## src/rtl/game_ctrl.sv

```systemverilog
// rtl/game_ctrl.sv - Blackjack round sequencer: deal handshake, hand judging, frame-synced display state
// The FSM runs at clock rate; only the published state register is tied to the frame tick.
module game_ctrl #(
  parameter int unsigned RESULT_FRAMES = 180,
  parameter int unsigned DEALER_STAND  = 17
) (
  input  logic       clk,
  input  logic       rst,
  input  logic       vblnk,
  input  logic       btn_start,
  input  logic       btn_hit,
  input  logic       btn_stand,
  input  logic [4:0] player_sum,
  input  logic [4:0] dealer_sum,
  input  logic       deal_ack,
  output logic       deal_req,
  output logic       deal_to_dealer,
  output logic       hand_clr,
  output logic [2:0] state,
  output logic [1:0] result
);

  localparam int unsigned   FW         = (RESULT_FRAMES < 2) ? 1 : $clog2(RESULT_FRAMES + 1);
  localparam logic [FW-1:0] FRAMES_END = FW'(RESULT_FRAMES);
  localparam logic [4:0]    STAND_SUM  = 5'(DEALER_STAND);
  localparam logic [4:0]    BLACKJACK  = 5'd21;

  localparam logic [1:0] RES_NONE = 2'd0;
  localparam logic [1:0] RES_WIN  = 2'd1;
  localparam logic [1:0] RES_LOSE = 2'd2;
  localparam logic [1:0] RES_PUSH = 2'd3;

  localparam logic [2:0] DISP_MENU   = 3'd0;
  localparam logic [2:0] DISP_DEAL   = 3'd1;
  localparam logic [2:0] DISP_PLAYER = 3'd2;
  localparam logic [2:0] DISP_DEALER = 3'd3;
  localparam logic [2:0] DISP_RESULT = 3'd4;

  typedef enum logic [2:0] {
    S_MENU, S_CLR, S_DEAL_REQ, S_DEAL_WAIT, S_SETTLE, S_PLAYER, S_DEALER, S_RESULT
  } fsm_t;

  // Why the current card is being dealt; decides where SETTLE returns to.
  typedef enum logic [1:0] {
    K_INIT, K_HIT, K_DRAW
  } kind_t;

  fsm_t          fsm_q, fsm_d;
  kind_t         kind_q, kind_d;
  logic [1:0]    cnt_q, cnt_d;
  logic [FW-1:0] frame_cnt_q, frame_cnt_d;
  logic          vblnk_q;
  logic          btn_start_q, btn_hit_q, btn_stand_q;
  logic          start_ev_q, start_ev_d;
  logic          hit_ev_q, hit_ev_d;
  logic          stand_ev_q, stand_ev_d;
  logic          deal_req_q, deal_req_d;
  logic          tgt_q, tgt_d;
  logic          hand_clr_q, hand_clr_d;
  logic [2:0]    state_q, state_d;
  logic [1:0]    result_q, result_d;

  logic          frame_tick;
  logic          fsm_change;
  logic [2:0]    disp;

  assign frame_tick = vblnk & ~vblnk_q;
  assign fsm_change = (fsm_d != fsm_q);

  always_comb begin
    fsm_d    = fsm_q;
    kind_d   = kind_q;
    cnt_d    = cnt_q;
    tgt_d    = tgt_q;
    result_d = result_q;
    case (fsm_q)
      S_MENU: begin
        result_d = RES_NONE;
        if (start_ev_q) begin
          kind_d = K_INIT;
          fsm_d  = S_CLR;
        end
      end
      S_CLR: begin
        cnt_d = 2'd0;
        tgt_d = 1'b0;
        fsm_d = S_DEAL_REQ;
      end
      S_DEAL_REQ: begin
        fsm_d = deal_ack ? S_SETTLE : S_DEAL_WAIT;
      end
      S_DEAL_WAIT: begin
        if (deal_ack) fsm_d = S_SETTLE;
      end
      S_SETTLE: begin
        case (kind_q)
          K_INIT: begin
            if (cnt_q != 2'd3) begin
              cnt_d = cnt_q + 2'd1;
              tgt_d = ~cnt_q[0];
              fsm_d = S_DEAL_REQ;
            end else begin
              fsm_d = S_PLAYER;
            end
          end
          K_HIT:   fsm_d = S_PLAYER;
          default: fsm_d = S_DEALER;
        endcase
      end
      S_PLAYER: begin
        if (player_sum > BLACKJACK) begin
          result_d = RES_LOSE;
          fsm_d    = S_RESULT;
        end else if (player_sum == BLACKJACK) begin
          fsm_d = S_DEALER;
        end else if (hit_ev_q) begin
          kind_d = K_HIT;
          tgt_d  = 1'b0;
          fsm_d  = S_DEAL_REQ;
        end else if (stand_ev_q) begin
          fsm_d = S_DEALER;
        end
      end
      S_DEALER: begin
        if (dealer_sum < STAND_SUM) begin
          kind_d = K_DRAW;
          tgt_d  = 1'b1;
          fsm_d  = S_DEAL_REQ;
        end else begin
          fsm_d = S_RESULT;
          if (dealer_sum > BLACKJACK || player_sum > dealer_sum) result_d = RES_WIN;
          else if (player_sum == dealer_sum)                     result_d = RES_PUSH;
          else                                                    result_d = RES_LOSE;
        end
      end
      S_RESULT: begin
        if (start_ev_q || frame_cnt_q == FRAMES_END) begin
          result_d = RES_NONE;
          fsm_d    = S_MENU;
        end
      end
      default: begin
        fsm_d = S_MENU;
      end
    endcase
  end

  // Sticky button flags; any FSM transition discards whatever is pending.
  always_comb begin
    start_ev_d = 1'b0;
    hit_ev_d   = 1'b0;
    stand_ev_d = 1'b0;
    if (!fsm_change) begin
      start_ev_d = start_ev_q | (btn_start & ~btn_start_q);
      hit_ev_d   = hit_ev_q   | (btn_hit   & ~btn_hit_q);
      stand_ev_d = stand_ev_q | (btn_stand & ~btn_stand_q);
    end
  end

  always_comb begin
    frame_cnt_d = frame_cnt_q;
    if (fsm_d == S_RESULT && fsm_q != S_RESULT) begin
      frame_cnt_d = '0;
    end else if (fsm_q == S_RESULT && frame_tick && frame_cnt_q != FRAMES_END) begin
      frame_cnt_d = frame_cnt_q + FW'(1);
    end
  end

  always_comb begin
    disp = DISP_MENU;
    case (fsm_q)
      S_MENU:   disp = DISP_MENU;
      S_PLAYER: disp = DISP_PLAYER;
      S_DEALER: disp = DISP_DEALER;
      S_RESULT: disp = DISP_RESULT;
      default: begin
        case (kind_q)
          K_INIT:  disp = DISP_DEAL;
          K_HIT:   disp = DISP_PLAYER;
          default: disp = DISP_DEALER;
        endcase
      end
    endcase
  end

  // Handshake outputs are registered from the next FSM state so they line up with it.
  always_comb begin
    deal_req_d = (fsm_d == S_DEAL_REQ) || (fsm_d == S_DEAL_WAIT);
    hand_clr_d = (fsm_d == S_CLR);
    state_d    = frame_tick ? disp : state_q;
  end

  always_ff @(posedge clk or posedge rst) begin
    if (rst) begin
      fsm_q       <= S_MENU;
      kind_q      <= K_INIT;
      cnt_q       <= 2'd0;
      frame_cnt_q <= '0;
      vblnk_q     <= 1'b0;
      btn_start_q <= 1'b0;
      btn_hit_q   <= 1'b0;
      btn_stand_q <= 1'b0;
      start_ev_q  <= 1'b0;
      hit_ev_q    <= 1'b0;
      stand_ev_q  <= 1'b0;
      deal_req_q  <= 1'b0;
      tgt_q       <= 1'b0;
      hand_clr_q  <= 1'b0;
      state_q     <= DISP_MENU;
      result_q    <= RES_NONE;
    end else begin
      fsm_q       <= fsm_d;
      kind_q      <= kind_d;
      cnt_q       <= cnt_d;
      frame_cnt_q <= frame_cnt_d;
      vblnk_q     <= vblnk;
      btn_start_q <= btn_start;
      btn_hit_q   <= btn_hit;
      btn_stand_q <= btn_stand;
      start_ev_q  <= start_ev_d;
      hit_ev_q    <= hit_ev_d;
      stand_ev_q  <= stand_ev_d;
      deal_req_q  <= deal_req_d;
      tgt_q       <= tgt_d;
      hand_clr_q  <= hand_clr_d;
      state_q     <= state_d;
      result_q    <= result_d;
    end
  end

  assign deal_req       = deal_req_q;
  assign deal_to_dealer = tgt_q;
  assign hand_clr       = hand_clr_q;
  assign state          = state_q;
  assign result         = result_q;

endmodule

```

## config.mk

```make
export PLATFORM = sky130hd
export DESIGN_NAME = game_ctrl
export DESIGN_NICKNAME = d
export VERILOG_FILES = /design/src/rtl/game_ctrl.sv
export SDC_FILE = /design/constraint.sdc
export NUM_CORES = 1
export LEC_CHECK = 0
export CAP_MARGIN = 5
export CELL_PAD_IN_SITES_DETAIL_PLACEMENT = 0
export CELL_PAD_IN_SITES_GLOBAL_PLACEMENT = 1
export CORE_MARGIN = 2
export CORE_UTILIZATION = 38
export CTS_CLUSTER_DIAMETER = 200
export DETAILED_ROUTE_END_ITERATION = 8
export GPL_TIMING_DRIVEN = 1
export PLACE_DENSITY = 0.84
export SYNTH_ARGS = -nofsm -noshare
export SYNTH_HDL_FRONTEND = slang
export SYNTH_SLANG_ARGS = --single-unit
```

## constraint.sdc

```tcl
create_clock -name clk -period 2.05 [get_ports clk]
set_clock_uncertainty 0.15 [all_clocks]
set_input_delay 0.41 -clock clk [delete_from_list [all_inputs] [get_ports clk]]
set_output_delay 0.41 -clock clk [all_outputs]
set_load 0.01 [all_outputs]
```

# Word level (Yosys, flattened, before mapping)
# Index checks and enable logic that the tools add are counted.
[op_classes]
add_sub_neg = 2
n_lt_le_gt_ge = 4
n_bitwise = 12
reduce_logical = 17
eq_ne = 29
muxes = 41
[op_table]
columns = ["op", "count"]
rows = [
  ["$mux W3", 10],
  ["$pmux W3 S8", 1],
  ["$mux W2", 11],
  ["$ne A2 B2 Y1 const B", 11],
  ["$mux W8", 2],
  ["$eq A3 B3 Y1 const B", 5],
  ["$eq A3 B2 Y1 const B", 4],
  ["$pmux W3 S4", 1],
  ["$gt A5 B5 Y1 const B", 2],
  ["$mux W1", 10],
  ["$add A8 B1 Y8 const B", 1],
  ["$eq A8 B8 Y1 const B", 1],
  ["$ne A8 B8 Y1 const B", 1],
  ["$pmux W2 S2", 2],
  ["$pmux W2 S4", 1],
  ["$reduce_bool A4 Y1", 2],
  ["$reduce_and A7 Y1", 1],
  ["$eq A3 B1 Y1 const B", 2],
  ["$pmux W2 S3", 1],
  ["$pmux W3 S2", 1],
  ["$reduce_and A6 Y1", 1],
  ["$eq A5 B5 Y1", 1],
  ["$eq A5 B5 Y1 const B", 1],
  ["$gt A5 B5 Y1", 1],
  ["other kinds (17)", 31],
]
[word_totals]
input_bits = 17
output_inout_bits = 8
register_bits = 30

# Depth between registers and ports, before layout
# Gate-level depths: netlist (run 1).
[depth]
depth_word = 8
mapped_depth = 8
ltp_nobuf = 7

# Worst setup path after synthesis (run 1)
# OpenSTA, ideal clock, no wires.
[synth_timing]
path_kind = "reg2reg"
start = "register frame_cnt_q[0] (netlist name)"
end = "register tgt_q, in the netlist deal_to_dealer"
required_ns = 1.775
arrival_time_ns = 1.870
setup_ns = 0.125
setup_slack_ns = -0.095
stages_incl_launch_ff = 9
path_buffers = 1
cell_sequence = "dfrtp_1 -> inv_1 -> ha_1 -> and4bb_1 -> a311o_2 -> and2_4 -> buf_6 -> o2111ai_2 -> mux2_4"
[synth_lines]
columns = ["item", "line", "source"]
rows = [
  ["end signal: assignment", "224", "tgt_q <= tgt_d;"],
  ["end: declaration", "58", "logic tgt_q, tgt_d;"],
]

==> results of run 1 <==
-- stage by stage --
stage,setup TNS (ns),utilization,instances,cell area (sq um),hold WS [ns]
global route,-2.22,0.614,360,2960,0.367
detailed placement,-6.71,0.554,345,2670,0.327
finish,-1.19,0.614,360,2960,0.334
floorplan,-0.0723,-,202,1930,0.291
CTS,-1.05,0.593,356,2860,0.343
global placement,-5.81,0.554,345,2670,0.317
-- synth_stat cells (all sizes together), types with 4 or more instances --
| library cell | number |
|---|---|
| a211oi | 5 |
| a21oi | 14 |
| buf | 6 |
| dfrtp | 30 |
| ha | 8 |
| inv | 14 |
| nand2 | 20 |
| nand3 | 5 |
| nor2 | 15 |
| nor3 | 9 |
| nor3b | 5 |
| nor4 | 4 |
| o21ai | 14 |
| xor2 | 4 |
-- kinds of logic after synthesis --
| family | count (synthesis) | synth area share |
|---|---|---|
| compound gates | 55 | 0.213 |
| buf+inv | 20 | 0.0487 |
| simple gates | 79 | 0.245 |
| fa+ha+maj | 8 | 0.0520 |
| mux | 3 | 0.0195 |
| flops | 30 | 0.390 |
| xor+xnor | 7 | 0.0318 |
-- report_power, final --
part,internal (mW),switching [mW],leakage [nW]
Clock,0.357,0.234,0.0579
Sequential,0.770,0.171,0.390
Combinational,1.33,1.17,0.906
Total,2.46,1.58,1.35
-- cell type report --
class                      count  area [sq um]
multi-input combinational    152          1210
tap                           67          83.8
inverter                      14          52.6
fill                         437          1860
clock buffer                   5          68.8
clock inverter                 3          40.0
sequential                    30           752
timing repair buffer          89           754
-- state kept, by name, summed over array words and instances, names as in the netlist --
| name | count |
|---|---|
| btn_start_q | 1 |
| hit_ev_q | 1 |
| deal_to_dealer | 1 |
| stand_ev_q | 1 |
| cnt_q | 2 |
| kind_q | 2 |
| result | 2 |
| fsm_q | 3 |
| start_ev_q | 1 |
| frame_cnt_q | 8 |
| deal_req | 1 |
| hand_clr | 1 |
| vblnk_q | 1 |
| btn_hit_q | 1 |
| btn_stand_q | 1 |
| state | 3 |
-- how the worst min path moves through the flow --
| stage | slack, ns | startpoint | depth (start not counted) | end |
|---|---|---|---|---|
| after floorplan | 0.29 | btn_hit | 0 | btn_hit_q |
| after global placement | 0.32 | state[0] | 2 | state[0] |
| after detailed placement | 0.33 | state[2] | 2 | state[2] |
| after CTS | 0.34 | state[0] | 2 | state[0] |
| after global routing | 0.37 | state[0] | 2 | state[0] |
| final | 0.33 | state[2] | 2 | state[2] |
-- layer usage --
metal / vias up / part of all wire
met5: - / 0
met4: 0 / 0.019
met3: 10 / 0.040
met2: 46 / 0.52
met1: 909 / 0.42
li1: 922 / -
-- timing repair --
item / CTS / global route
resized for setup: 18 / 17
setup buffers: 3 / 4
setup endpoints to repair: 15 / 16
pin swaps: 7 / 5
endpoints found under the hold margin: 0 / 0
-- worst max-delay path, stage by stage --
cell	delay, ns
clkdlybuf4s50_1	0.50
nor2b_1	0.22
o2bb2ai_1	0.12
or4b_4	0.54
o2111ai_4	0.09
mux2_4	0.32
-- layout by cell type, fill, tap and decap left out, types with 3 or more instances in the layout --
master,synthesis,routed
nor2_2,7,7
nor3_1,7,5
ha_1,8,7
nand3_1,5,5
clkdlybuf4s50_1,0,16
xor2_1,4,4
a21o_1,3,3
inv_1,13,11
clkbuf_8,0,5
nand3b_1,3,3
nor4_1,3,3
nor2_1,8,7
a211oi_2,2,3
a21oi_1,11,9
nor2b_1,3,3
nor3_2,2,3
and3_1,3,3
buf_4,0,61
dfrtp_1,30,29
nor3b_2,2,4
inv_2,1,3
dlygate4sd2_1,0,7
nand2_1,20,19
a21oi_2,2,3
xnor2_1,3,3
o21ai_0,14,14
==> run metrics, run 1 <==
CTS Buf Count=5; latest clock arrival within the worst-skew pair=between 0.2 and 0.3 ns; fin crit period=~2.2 ns; leakage=~1.4 nW; io pins=25; Clock Pin Slew Worst Setup and Hold Paths=around 0.070 ns; Syn Area/Cell=about 9.5 sq um; WS Path Type=in2reg; Routed WL=around 5300 um; reg-to-reg slack, setup=-0.12 ns; Main synth FF type=dfrtp_1; cts hold-fix bufs=0; largest net degree at the start of global routing=31; Final Cycle Share=1.06; layout cell share with drive strength beyond 1=0.403; first-pass GRT wire length=approximately 8400 um; 1st-iter DRT viols=63; Crit Reg-Reg Endpoint=deal_to_dealer; most area-hungry cell type in the Yosys netlist=dfrtp_1; failing checks=negative setup slack; Clock Sinks=30; dominant cells by area after synthesis=dfrtp_1 39%, ha_1 5.2%, nand2_1 3.9%, o21ai_0 3.6%, a21oi_1 2.9%; Fin. Hold Viols=0; worst vdd ir=0.715 mV; core area=~4800 sq um; H-tree depth=2; Post-synth EDFFs=0; Antenna diodes=0; Clock Tree Buf Depth=2; Reg2Reg Depth=7; # rows=25; Yosys warning count=0; Die H=75.2 um; RSZ-0062 raised after global routing=true; GR Util met1=0.233; crit-path max FO=3; Die Wd=between 70 and 80 um; Layout area overhead=53.5%; status=finished with violations; Max Cap Viol=0; pwr dens=about 1400 nW/um^2; Worst Path Required=2.08 ns; sequential area share after synthesis=0.390; Final Setup Violations=13; DR vias/cell=about 5.2; FF-to-FF Start=frame_cnt_q[1]; async set-reset flop share out of synthesis=1.00; met3 GRT Util=0.0415; Setup WS pre-CTS=-0.450 ns; startpoint types=input pin; Slew HR=0.561; Final #Nets=317; Slew @ Worst Pin=roughly 0.65 ns; synthesized area=1930 sq um; Tightest Hold Check Type=reg2reg; Synth Net Count=around 230; DP HPWL=3830 um; cell count after synthesis=around 200; FF+latch count, synth=30; CP startpoint=deal_ack; Initial DRT Pass Iterations=4; Final ANT Viol Nets=0; GPL Wtd Cong=between 0.8 and 0.9; post-DR wirelength/cell=14.6 um; # DRC=0; met2 Track Usage GR=0.355; CTS root buffer=clkbuf_8; overflow left after global routing=0; # port buffers=24; Tot Pwr=~4.0 mW; crit path capture type=flop; f_max=0.459 GHz; Synth top area share=0.390; CTS tree=done; gr usage total=0.197; CP Data Arrival Time=approximately 2.2 ns; DR vias=1887; synth unique cells=57; vias in the first global route=approximately 1900; Max Slew Vio Count=0; Top Usage Layer GRT=met2; Initial Util=0.400; CP Capture Point=deal_to_dealer; initial antenna violation count=0; die area=about 5700 sq um; worst setup margin=-0.128 ns
(Power assumes the default switching activity.)
==> run 2, diff against run 1 <==
--- a/config.mk
+++ b/config.mk
@@ -12,7 +12,7 @@
 export CORE_UTILIZATION = 38
 export CTS_CLUSTER_DIAMETER = 200
 export DETAILED_ROUTE_END_ITERATION = 8
-export GPL_TIMING_DRIVEN = 1
+export GPL_TIMING_DRIVEN = 0
 export PLACE_DENSITY = 0.84
 export SYNTH_ARGS = -nofsm -noshare
 export SYNTH_HDL_FRONTEND = slang
==> run 2 against run 1 <==
  * The run still ends with negative setup slack left
  * Flip-flop and latch count unchanged
  * Global-route usage shrank 2.4 points
  * First-iteration DRC count rose by 71%
  * Clock-buffer cell count rose by 2
  * Final cell count is 13% lower
  * Total power is 19% lower
  * Clock power is 25% lower
  * Maximum frequency grew 0.82%
  * Utilization shrank 8.2 points
  * Final area is 13% lower
  * Setup slack better by 0.018 ns
==> run metrics, run 2 (synthesis gave the netlist of run 1 again) <==
Routed WL=4480 um (-15%); DR vias/cell=5.41 (+3.2%); fin crit period=2.16 ns (-0.0177 ns); vias in the first global route=1659 (-13%); Max Cap Viol=0 (unchanged); pwr dens=1280 nW/um^2 (-6.5%); final design utilization=0.532 (-0.0823); overflow left after global routing=0 (unchanged); CP cell instances=clkdlybuf4s50_1 > and4bb_2 > a211oi_2 > nor3_2 > o2111ai_4 > mux2_4; first-pass GRT wire length=7470 um (-11%); DP HPWL=3120 um (-19%); post-DR wirelength/cell=14.4 um (-1.5%); gr usage total=0.173 (-0.0235); leakage=1.11 nW (-18%); Final #Nets=270 (-15%); FF-to-FF Start=fsm_q[0]; Die H=75.2 um (unchanged); CP Data Arrival Time=2.18 ns (-0.03 ns); Final Setup Violations=13 (unchanged); WP buf/inv=1 (unchanged); max reg flops=8 (unchanged); Clock Tree Buf Depth=2 (unchanged); 1st-iter DRT viols=108 (+71%); Slew HR=0.621 (+0.0601); DR vias=1687 (-11%); Final ANT Viol Nets=0 (unchanged); Final Cycle Share=1.05 (-0.00863); Reg2Reg Depth=6 (-1); Crit path max-delay family=simple AND/OR/NAND/NOR gates; core area=4820 sq um (unchanged); Layout area overhead=32.9%; crit path capture type=flop; worst setup margin=-0.110 ns (+0.0177 ns); status=finished with violations; initial antenna violation count=0 (unchanged); reg-to-reg slack, setup=-0.10 ns (+0.02 ns); RSZ-0062 raised after global routing=true; GPL Wtd Cong=0.801 (-5.9%); # port buffers=24 (unchanged); Largest Register=frame_cnt_q; most common cell after layout, fill and taps aside=dfrtp_1; Design Area, Final=2560 sq um (-13%); Fin. Hold Viols=0 (unchanged); Tightest Hold Check Type=in2async; layout cell share with drive strength beyond 1=0.286 (-0.117); CTS tree=done; Initial DRT Pass Iterations=4 (unchanged); slowest stage delay, CP=0.49 ns (-0.05 ns); # rows=25 (unchanged); Clock Pin Slew Worst Setup and Hold Paths=0.06 ns (about the same); Antenna diodes=0 (unchanged); CTS Buf Count=5 (unchanged); Slowest-stage cell, CP=clkdlybuf4s50_1; Die Wd=75.2 um (unchanged); f_max=0.463 GHz (+0.82%); Max Slew Vio Count=0 (unchanged); commonest cells after routing, fill and taps aside=30 x dfrtp_1, 19 x nand2_1, 14 x clkdlybuf4s50_1; Crit Reg-Reg Endpoint=deal_to_dealer; Initial Util=0.400 (unchanged); worst vdd ir=0.517 mV (-28%); WS Path Type=in2reg; Post-DP Area=2250 sq um (-16%); Worst Path Required=2.07 ns (about the same); Slew @ Worst Pin=0.564 ns (-0.0888 ns); # DRC=0 (unchanged); CTS root buffer=clkbuf_8; Clock Sinks=30 (unchanged); failing checks=negative setup slack; crit-path max FO=5 (+2); io pins=25 (unchanged); H-tree depth=2 (unchanged); die area=5660 sq um (unchanged); startpoint types=input pin; latest clock arrival within the worst-skew pair=0.28 ns (about the same); largest net degree at the start of global routing=31 (unchanged)
-- run 2: cell types whose count changed in the layout (fill, tap and decap cells not counted), sizes merged --
cell / before / now
bufinv: 1 / 0
clkdlybuf4s50: 16 / 14
dlygate4sd2: 7 / 9
clkinv: 2 / 0
buf: 65 / 16
clkbuf: 5 / 9
-- run 2: what timing repair did --
action,4_1_cts,5_1_grt
buffers inserted,9,2
setup endpoints to repair,14,15
gates resized for setup,23,16
pin swaps,6,5
hold buffers,0,0
-- run 2: how the worst max path moves through the flow --
| stage | from | end | slack [ns] | depth (start not counted) |
|---|---|---|---|---|
| global route | frame_cnt_q[1] | deal_to_dealer | -0.19 | 7 |
| detailed placement | dealer_sum[2] | deal_to_dealer | -0.56 | 7 |
| floorplan | frame_cnt_q[0] | deal_to_dealer | -0.07 | 7 |
| finish | player_sum[1] | deal_to_dealer | -0.11 | 6 |
| global placement | dealer_sum[2] | deal_to_dealer | -0.56 | 7 |
| CTS | frame_cnt_q[0] | deal_to_dealer | -0.11 | 7 |
-- run 2: where the power goes --
group | leakage (nW) | switching [mW] | internal, mW
clock network | 0.0383 | 0.209 | 0.233
registers | 0.391 | 0.171 | 0.768
logic | 0.679 | 0.991 | 0.896
total | 1.11 | 1.37 | 1.90
-- run 2: through the flow --
step	std cells	setup TNS, ns	power (mW)	hold slack [ns]	setup WS [ns]
after floorplan	202	-0.0723	2.00	0.291	-0.0723
after global placement	293	-6.48	2.42	0.320	-0.560
after detailed placement	293	-6.47	2.43	0.327	-0.559
after CTS	309	-0.434	3.15	0.341	-0.110
after global routing	312	-1.55	3.52	0.352	-0.190
final	312	-0.593	3.27	0.331	-0.110
-- run 2: final cells by class --
| class | count | area (sq um) |
|---|---|---|
| Inverter | 14 | 52.6 |
| Timing Repair Buffer | 36 | 354 |
| Clock buffer | 7 | 76.3 |
| Fill cell | 455 | 2260 |
| Tap cell | 67 | 83.8 |
| Buffer | 6 | 45.0 |
| Sequential cell | 30 | 751 |
| Multi-Input combinational cell | 152 | 1200 |
-- run 2: routing by layer --
| layer | up-vias | global-route usage | part of all wire |
|---|---|---|---|
| li1 | 833 | - | - |
| met1 | 817 | 0.216 | 0.46 |
| met4 | 0 | 0.0643 | 0.015 |
| met2 | 25 | 0.291 | 0.49 |
| met3 | 12 | 0.0442 | 0.034 |
| met5 | - | 0 | 0 |
==> run 3, diff against run 2 <==
--- a/config.mk
+++ b/config.mk
@@ -13,6 +13,7 @@
 export CTS_CLUSTER_DIAMETER = 200
 export DETAILED_ROUTE_END_ITERATION = 8
 export GPL_TIMING_DRIVEN = 0
+export HOLD_SLACK_MARGIN = 0.15
 export PLACE_DENSITY = 0.84
 export SYNTH_ARGS = -nofsm -noshare
 export SYNTH_HDL_FRONTEND = slang
==> results of run 3 <==
No change in the layout: final DEF, timing and power equal those of run 2.
